### src/rtl/desired_drive_pkg.sv
// desired_drive_pkg: shared state type, incline clamp constants and width helper for the desired-current sequencer
package desired_drive_pkg;

    typedef enum logic [2:0] {IDLE, MUL_TS, MUL_CI, MUL_ABC, SLEW} state_t;

    localparam logic signed [12:0] INCL_MIN = -13'sd512;
    localparam logic signed [12:0] INCL_MAX = 13'sd511;
    localparam logic signed [12:0] INCL_OFS = 13'sd256;

    localparam logic [11:0] DEF_TORQUE_MIN = 12'h380;

    // Width of torque*setting*cadence*incline: cad_f adds one bit, incl_lim is 9 bits.
    function automatic int prod_w(input int tq_w, input int set_w, input int cad_w);
        return tq_w + set_w + cad_w + 10;
    endfunction

endpackage

### src/rtl/incline_clamp.sv
// incline_clamp: maps a 13-bit signed incline to a 9-bit unsigned assist multiplier
// Ports: incline (13-bit signed in), incl_lim (9-bit unsigned out, 0..511)
module incline_clamp
    import desired_drive_pkg::*;
(
    input  logic signed [12:0] incline,
    output logic        [8:0]  incl_lim
);

    logic signed [12:0] sat;
    logic signed [12:0] ofs;

    assign sat      = (incline < INCL_MIN) ? INCL_MIN : (incline > INCL_MAX) ? INCL_MAX : incline;
    assign ofs      = sat + INCL_OFS;
    assign incl_lim = (ofs < 13'sd0) ? 9'd0 : (ofs > INCL_MAX) ? 9'd511 : ofs[8:0];

endmodule

### src/rtl/desired_drive_seq.sv
// desired_drive_seq: sequenced desired-motor-current calculator with one shared multiplier and slew limiting
// Ports: clk, rst_n (async active-low); strt starts a run when idle; avg_torque, cadence_vec,
// incline (signed), setting are captured on start; busy is high while running; vld pulses for
// one cycle when target_curr is updated; target_curr holds between updates.
module desired_drive_seq
    import desired_drive_pkg::*;
#(
    parameter int               TQ_W       = 12,
    parameter int               CAD_W      = 5,
    parameter int               SET_W      = 2,
    parameter int               OUT_W      = 12,
    parameter logic [TQ_W-1:0]  TORQUE_MIN = TQ_W'(DEF_TORQUE_MIN),
    parameter int               SHIFT      = 14,
    parameter logic [OUT_W-1:0] SLEW_STEP  = '0
)(
    input  logic                    clk,
    input  logic                    rst_n,
    input  logic                    strt,
    input  logic [TQ_W-1:0]         avg_torque,
    input  logic [CAD_W-1:0]        cadence_vec,
    input  logic signed [12:0]      incline,
    input  logic [SET_W-1:0]        setting,
    output logic                    busy,
    output logic                    vld,
    output logic [OUT_W-1:0]        target_curr
);

    localparam int PW = prod_w(TQ_W, SET_W, CAD_W);
    localparam int AW = TQ_W + SET_W;
    localparam int BW = CAD_W + 10;

    state_t            state;
    logic [TQ_W-1:0]   tq_r;
    logic [CAD_W-1:0]  cad_r;
    logic [12:0]       incl_r;
    logic [SET_W-1:0]  set_r;
    logic [AW-1:0]     a_r;
    logic [BW-1:0]     b_r;
    logic [PW-1:0]     p_r;

    logic [TQ_W-1:0]   tq_pos;
    logic [CAD_W:0]    cad_f;
    logic [8:0]        incl_lim;
    logic [AW-1:0]     mul_a;
    logic [BW-1:0]     mul_b;
    logic [PW-1:0]     mul_p;
    logic              ovf;
    logic              up;
    logic [OUT_W-1:0]  sat;
    logic [OUT_W-1:0]  diff;
    logic [OUT_W-1:0]  step;
    logic [OUT_W-1:0]  next_curr;

    assign tq_pos = (tq_r > TORQUE_MIN) ? tq_r - TORQUE_MIN : '0;
    // Only the LSB set means the crank is effectively stopped; otherwise bias cadence upward.
    assign cad_f  = (cad_r[CAD_W-1:1] == '0) ? '0 : {1'b1, cad_r};

    incline_clamp u_incline_clamp (
        .incline  (incl_r),
        .incl_lim (incl_lim)
    );

    // One multiplier, operands selected by the current FSM step.
    assign mul_a = (state == MUL_ABC) ? a_r : (state == MUL_CI) ? AW'(cad_f) : AW'(tq_pos);
    assign mul_b = (state == MUL_ABC) ? b_r : (state == MUL_CI) ? BW'(incl_lim) : BW'(set_r);
    assign mul_p = {{BW{1'b0}}, mul_a} * {{AW{1'b0}}, mul_b};

    assign ovf       = |(p_r >> (SHIFT + OUT_W));
    assign sat       = ovf ? '1 : OUT_W'(p_r >> SHIFT);
    // Step toward sat by at most SLEW_STEP using the unsigned distance, so it cannot wrap or overshoot.
    assign up        = sat > target_curr;
    assign diff      = up ? sat - target_curr : target_curr - sat;
    assign step      = (SLEW_STEP == '0 || diff < SLEW_STEP) ? diff : SLEW_STEP;
    assign next_curr = (set_r == '0) ? '0 : up ? target_curr + step : target_curr - step;

    always_ff @(posedge clk or negedge rst_n) begin
        if (!rst_n) begin
            state       <= IDLE;
            busy        <= 1'b0;
            vld         <= 1'b0;
            target_curr <= '0;
            tq_r        <= '0;
            cad_r       <= '0;
            incl_r      <= '0;
            set_r       <= '0;
            a_r         <= '0;
            b_r         <= '0;
            p_r         <= '0;
        end else begin
            vld <= 1'b0;
            case (state)
                IDLE: if (strt) begin
                    tq_r   <= avg_torque;
                    cad_r  <= cadence_vec;
                    incl_r <= incline;
                    set_r  <= setting;
                    busy   <= 1'b1;
                    state  <= MUL_TS;
                end
                MUL_TS: begin
                    a_r   <= mul_p[AW-1:0];
                    state <= MUL_CI;
                end
                MUL_CI: begin
                    b_r   <= mul_p[BW-1:0];
                    state <= MUL_ABC;
                end
                MUL_ABC: begin
                    p_r   <= mul_p;
                    state <= SLEW;
                end
                SLEW: begin
                    target_curr <= next_curr;
                    vld         <= 1'b1;
                    busy        <= 1'b0;
                    state       <= IDLE;
                end
                default: state <= IDLE;
            endcase
        end
    end

endmodule
### config.mk
export PLATFORM = sky130hd
export DESIGN_NAME = desired_drive_seq
export DESIGN_NICKNAME = d
export VERILOG_FILES = /design/src/rtl/desired_drive_pkg.sv /design/src/rtl/incline_clamp.sv /design/src/rtl/desired_drive_seq.sv
export SDC_FILE = /design/constraint.sdc
export NUM_CORES = 1
export LEC_CHECK = 0
export BUFFER_PORTS_ARGS = -buffer_cell sky130_fd_sc_hd__buf_2
export CORE_MARGIN = 1
export CORE_UTILIZATION = 55
export DETAILED_ROUTE_END_ITERATION = 10
export GPL_TIMING_DRIVEN = 1
export PLACE_DENSITY = 0.79
export SLEW_MARGIN = 20
export SYNTH_ARGS = -nofsm -noshare
export SYNTH_HDL_FRONTEND = slang
export SYNTH_SLANG_ARGS = --single-unit
### constraint.sdc
create_clock -name clk -period 10.65 [get_ports clk]
set_input_delay 1.065 -clock clk [delete_from_list [all_inputs] [get_ports clk]]
set_output_delay 1.065 -clock clk [all_outputs]
set_load 0.05 [all_outputs]
==> reports/metrics.csv <==
stage;metric;value;unit
die;die_y;154;um
placement;port-buffer-count;48;
clock_tree;cts_sinks;93;
clock_tree;cts_hold_buf;0;
die;ios;49;
grt;grtUsageTotal;29.2;%
die;core;22700;um2
logic_synthesis;ys_seq_area_share;18.2;%
timing;hold_viol;0;
setup_path;crit_type;reg2reg;
placement;dp.cells;1734;
timing;period_needed;8.65;ns
timing;skew;0.00968;ns
routing;wire_per_inst;19.0;um
finish;syn2layout_area_growth;5.91;%
setup_path;endpoint_kind;flip-flop;
routing;route.detailed.drc;0;
timing;slew_headroom;37.7;%
timing;grt_setup_unrepaired;false;
timing;drv_slew;0;
timing;clock.fmax;116;MHz
setup_path;cp_data_arrival_time;8.88;ns
setup_path;worst-endpoint-required;10.87;ns
logic_synthesis;yosys_warnings;0;
setup_path;slowest_stage;fa_1;
finish;n_fill_cell;2008;
grt;grt_max_degree;75;
routing;wl;33.2;mm
hold_path;min_path_type;reg2reg;
finish;drive_gt1_share;8.60;%
clock_tree;htreeDepth;3;
die;die_area;23800;um2
die;row_count;55;
clock_tree;post_cts_resized;0;
setup_path;crit_top_cell;fa_1;
routing;vias_per_cell;5.81;
die;initial_core_util;56.3;%
timing;fin_crit_sh;81.3;%
grt;overflow;0;
clock_tree;clkTransAtPathRegs;0.07;ns
clock_tree;cts_root_buffer;clkbuf_16;
routing;drtAntennaViolNets;0;
placement;gp_congestion;1.01;
logic_synthesis;syn-num-nets;1769;
placement;hpwl;27.2;mm
clock_tree;cts_buffer_depth;2;
logic_synthesis;synth.distinct_cells;73;
finish;n_antenna_cell;0;
timing;setup_viol;0;
timing;final.setup.tns;0;ns
logic_synthesis;ys_dominant_reg_cell;dfrtp_1;
grt;antenna_found_initial;0;
clock_tree;insertion_delay;0.35;ns
grt;grt_pass1_wl;54.0;mm
logic_synthesis;synth-edff-count;0;
routing;drtPass1Iterations;7;
clock_tree;postCtsSetupBuffers;0;
clock_tree;cts_made_buffers;9;
status;status;finished, final reports clean;
setup_path;crit_path_start_kind;flip-flop;
logic_synthesis;synth-seq-cells;93;
clock_tree;cts_tree;built;
routing;drt_iter0_drc;774;
logic_synthesis;postSynthCellCount;1447;
logic_synthesis;netlist_area;12800;um2
routing;dr_total_vias;10200;
die;die_x;154;um
logic_synthesis;synth-async-reset-ratio;100;%
flow_run;max_cap_viol_count;0;
logic_synthesis;avgSynthCellArea;8.83;um2
grt;grt_pass1_vias;10400;
setup_path;critPathMaxStageDelay;0.57;ns
finish;nets;1782;
finish;final_cells;1750;
timing;tightest_slew;0.931;ns
setup_path;cp_max_fo;8;
[area by class of cell]
cell class | instances | area (um2) | area share (%)
Clock inverter | 6 | 76.3 | 0.564
Timing Repair Buffer | 60 | 333 | 2.46
Inverter | 205 | 769 | 5.69
Tap cell | 285 | 357 | 2.64
Sequential cell | 93 | 2330 | 17.2
Clock buffer | 10 | 239 | 1.77
Multi-Input combinational cell | 1091 | 9430 | 69.7
[layout by cell type, fill, tap and decap left out, types with 13 or more instances in the layout]
cell / count
nand2_1: 209
xnor2_1: 35
fa_1: 156
and3_1: 16
xor2_1: 23
nand2b_1: 23
buf_4: 13
a21o_1: 30
o21ai_0: 62
dfrtp_1: 93
nor2b_1: 14
mux2_2: 35
inv_1: 203
and2_1: 18
nor3_1: 13
a21oi_1: 63
ha_1: 131
nand3_1: 22
nor2_1: 105
buf_2: 47
[registers in the layout, indices dropped and copies added, names as in the netlist, 2 cells and up]
name / count
target_curr: 12
b_r: 15
incl_r: 13
p_r: 15
tq_r: 12
a_r: 14
set_r: 2
cad_r: 5
state: 3
[synth_stat cells (30+ instances only)]
| library cell | instances | area share [%] |
|---|---|---|
| mux2_2 | 35 | 3.1 |
| nor2_1 | 105 | 3.1 |
| o21ai_0 | 62 | 2.4 |
| nand2_1 | 209 | 6.1 |
| xnor2_1 | 35 | 2.4 |
| a21o_1 | 30 | 1.8 |
| inv_1 | 203 | 6.0 |
| fa_1 | 156 | 24 |
| ha_1 | 131 | 13 |
| dfrtp_1 | 93 | 18 |
| a21oi_1 | 63 | 2.5 |
| clkbuf_1 | 42 | 1.2 |
[final timing paths]
check / startpoint / to / slack (ns) / cells past startpoint
max: incl_r[9] / p_r[28] / 2.00 / 30
min in group asynchronous: rst_n / target_curr[11] / 0.59 / 1
max in group asynchronous: rst_n / p_r[15] / 8.84 / 2
min: p_r[25] / p_r[25] / 0.48 / 2
min reg2reg: p_r[25] / p_r[25] / 0.48 / 2
max reg2reg: incl_r[9] / p_r[28] / 2.00 / 30
[stage by stage]
| step | hold slack, ns | area (um2) | util [%] | worst slack [ns] |
|---|---|---|---|---|
| floorplan | 0.437 | 12800 | - | 3.04 |
| global placement | 0.455 | 13200 | 58.2 | 2.24 |
| detailed placement | 0.462 | 13200 | 58.2 | 2.10 |
| CTS | 0.478 | 13500 | 59.6 | 2.06 |
| global route | 0.501 | 13500 | 59.6 | 1.44 |
| finish | 0.477 | 13500 | 59.6 | 2.00 |
[worst max-delay path: cells and delay by family (launching register included)]
family	cells	cell delay, ns
DFF	1	0.40
adders and majority gates	8	3.77
buffers and inverters	5	0.33
AOI/OAI and AO/OA	10	2.59
and+or+nand+nor	6	1.29
xor gates and xnor gates	1	0.14
[per-layer routing]
metal | wire length (um) | GRT usage, %
met5 | 0 | 0
met4 | 1050 | 9.38
met3 | 2110 | 3.87
met2 | 15800 | 49.4
met1 | 14200 | 39.0
[cell families (layout without fill, tap and decap cells)]
| group | count (synthesis) | count (layout) | synth area share [%] |
|---|---|---|---|
| AO/OA/AOI/OAI | 237 | 237 | 11.6 |
| XOR/XNOR | 61 | 61 | 4.41 |
| adder cells (fa/ha/maj) | 287 | 287 | 37.3 |
| buffers and inverters | 263 | 281 | 8.07 |
| flip-flops | 93 | 93 | 18.2 |
| multiplexers | 46 | 46 | 3.95 |
| AND/OR/NAND/NOR | 460 | 460 | 16.5 |
Power is left out: the tool's default activity adds up to more than one toggle a clock period on the data nets, which glitch-free logic cannot reach.
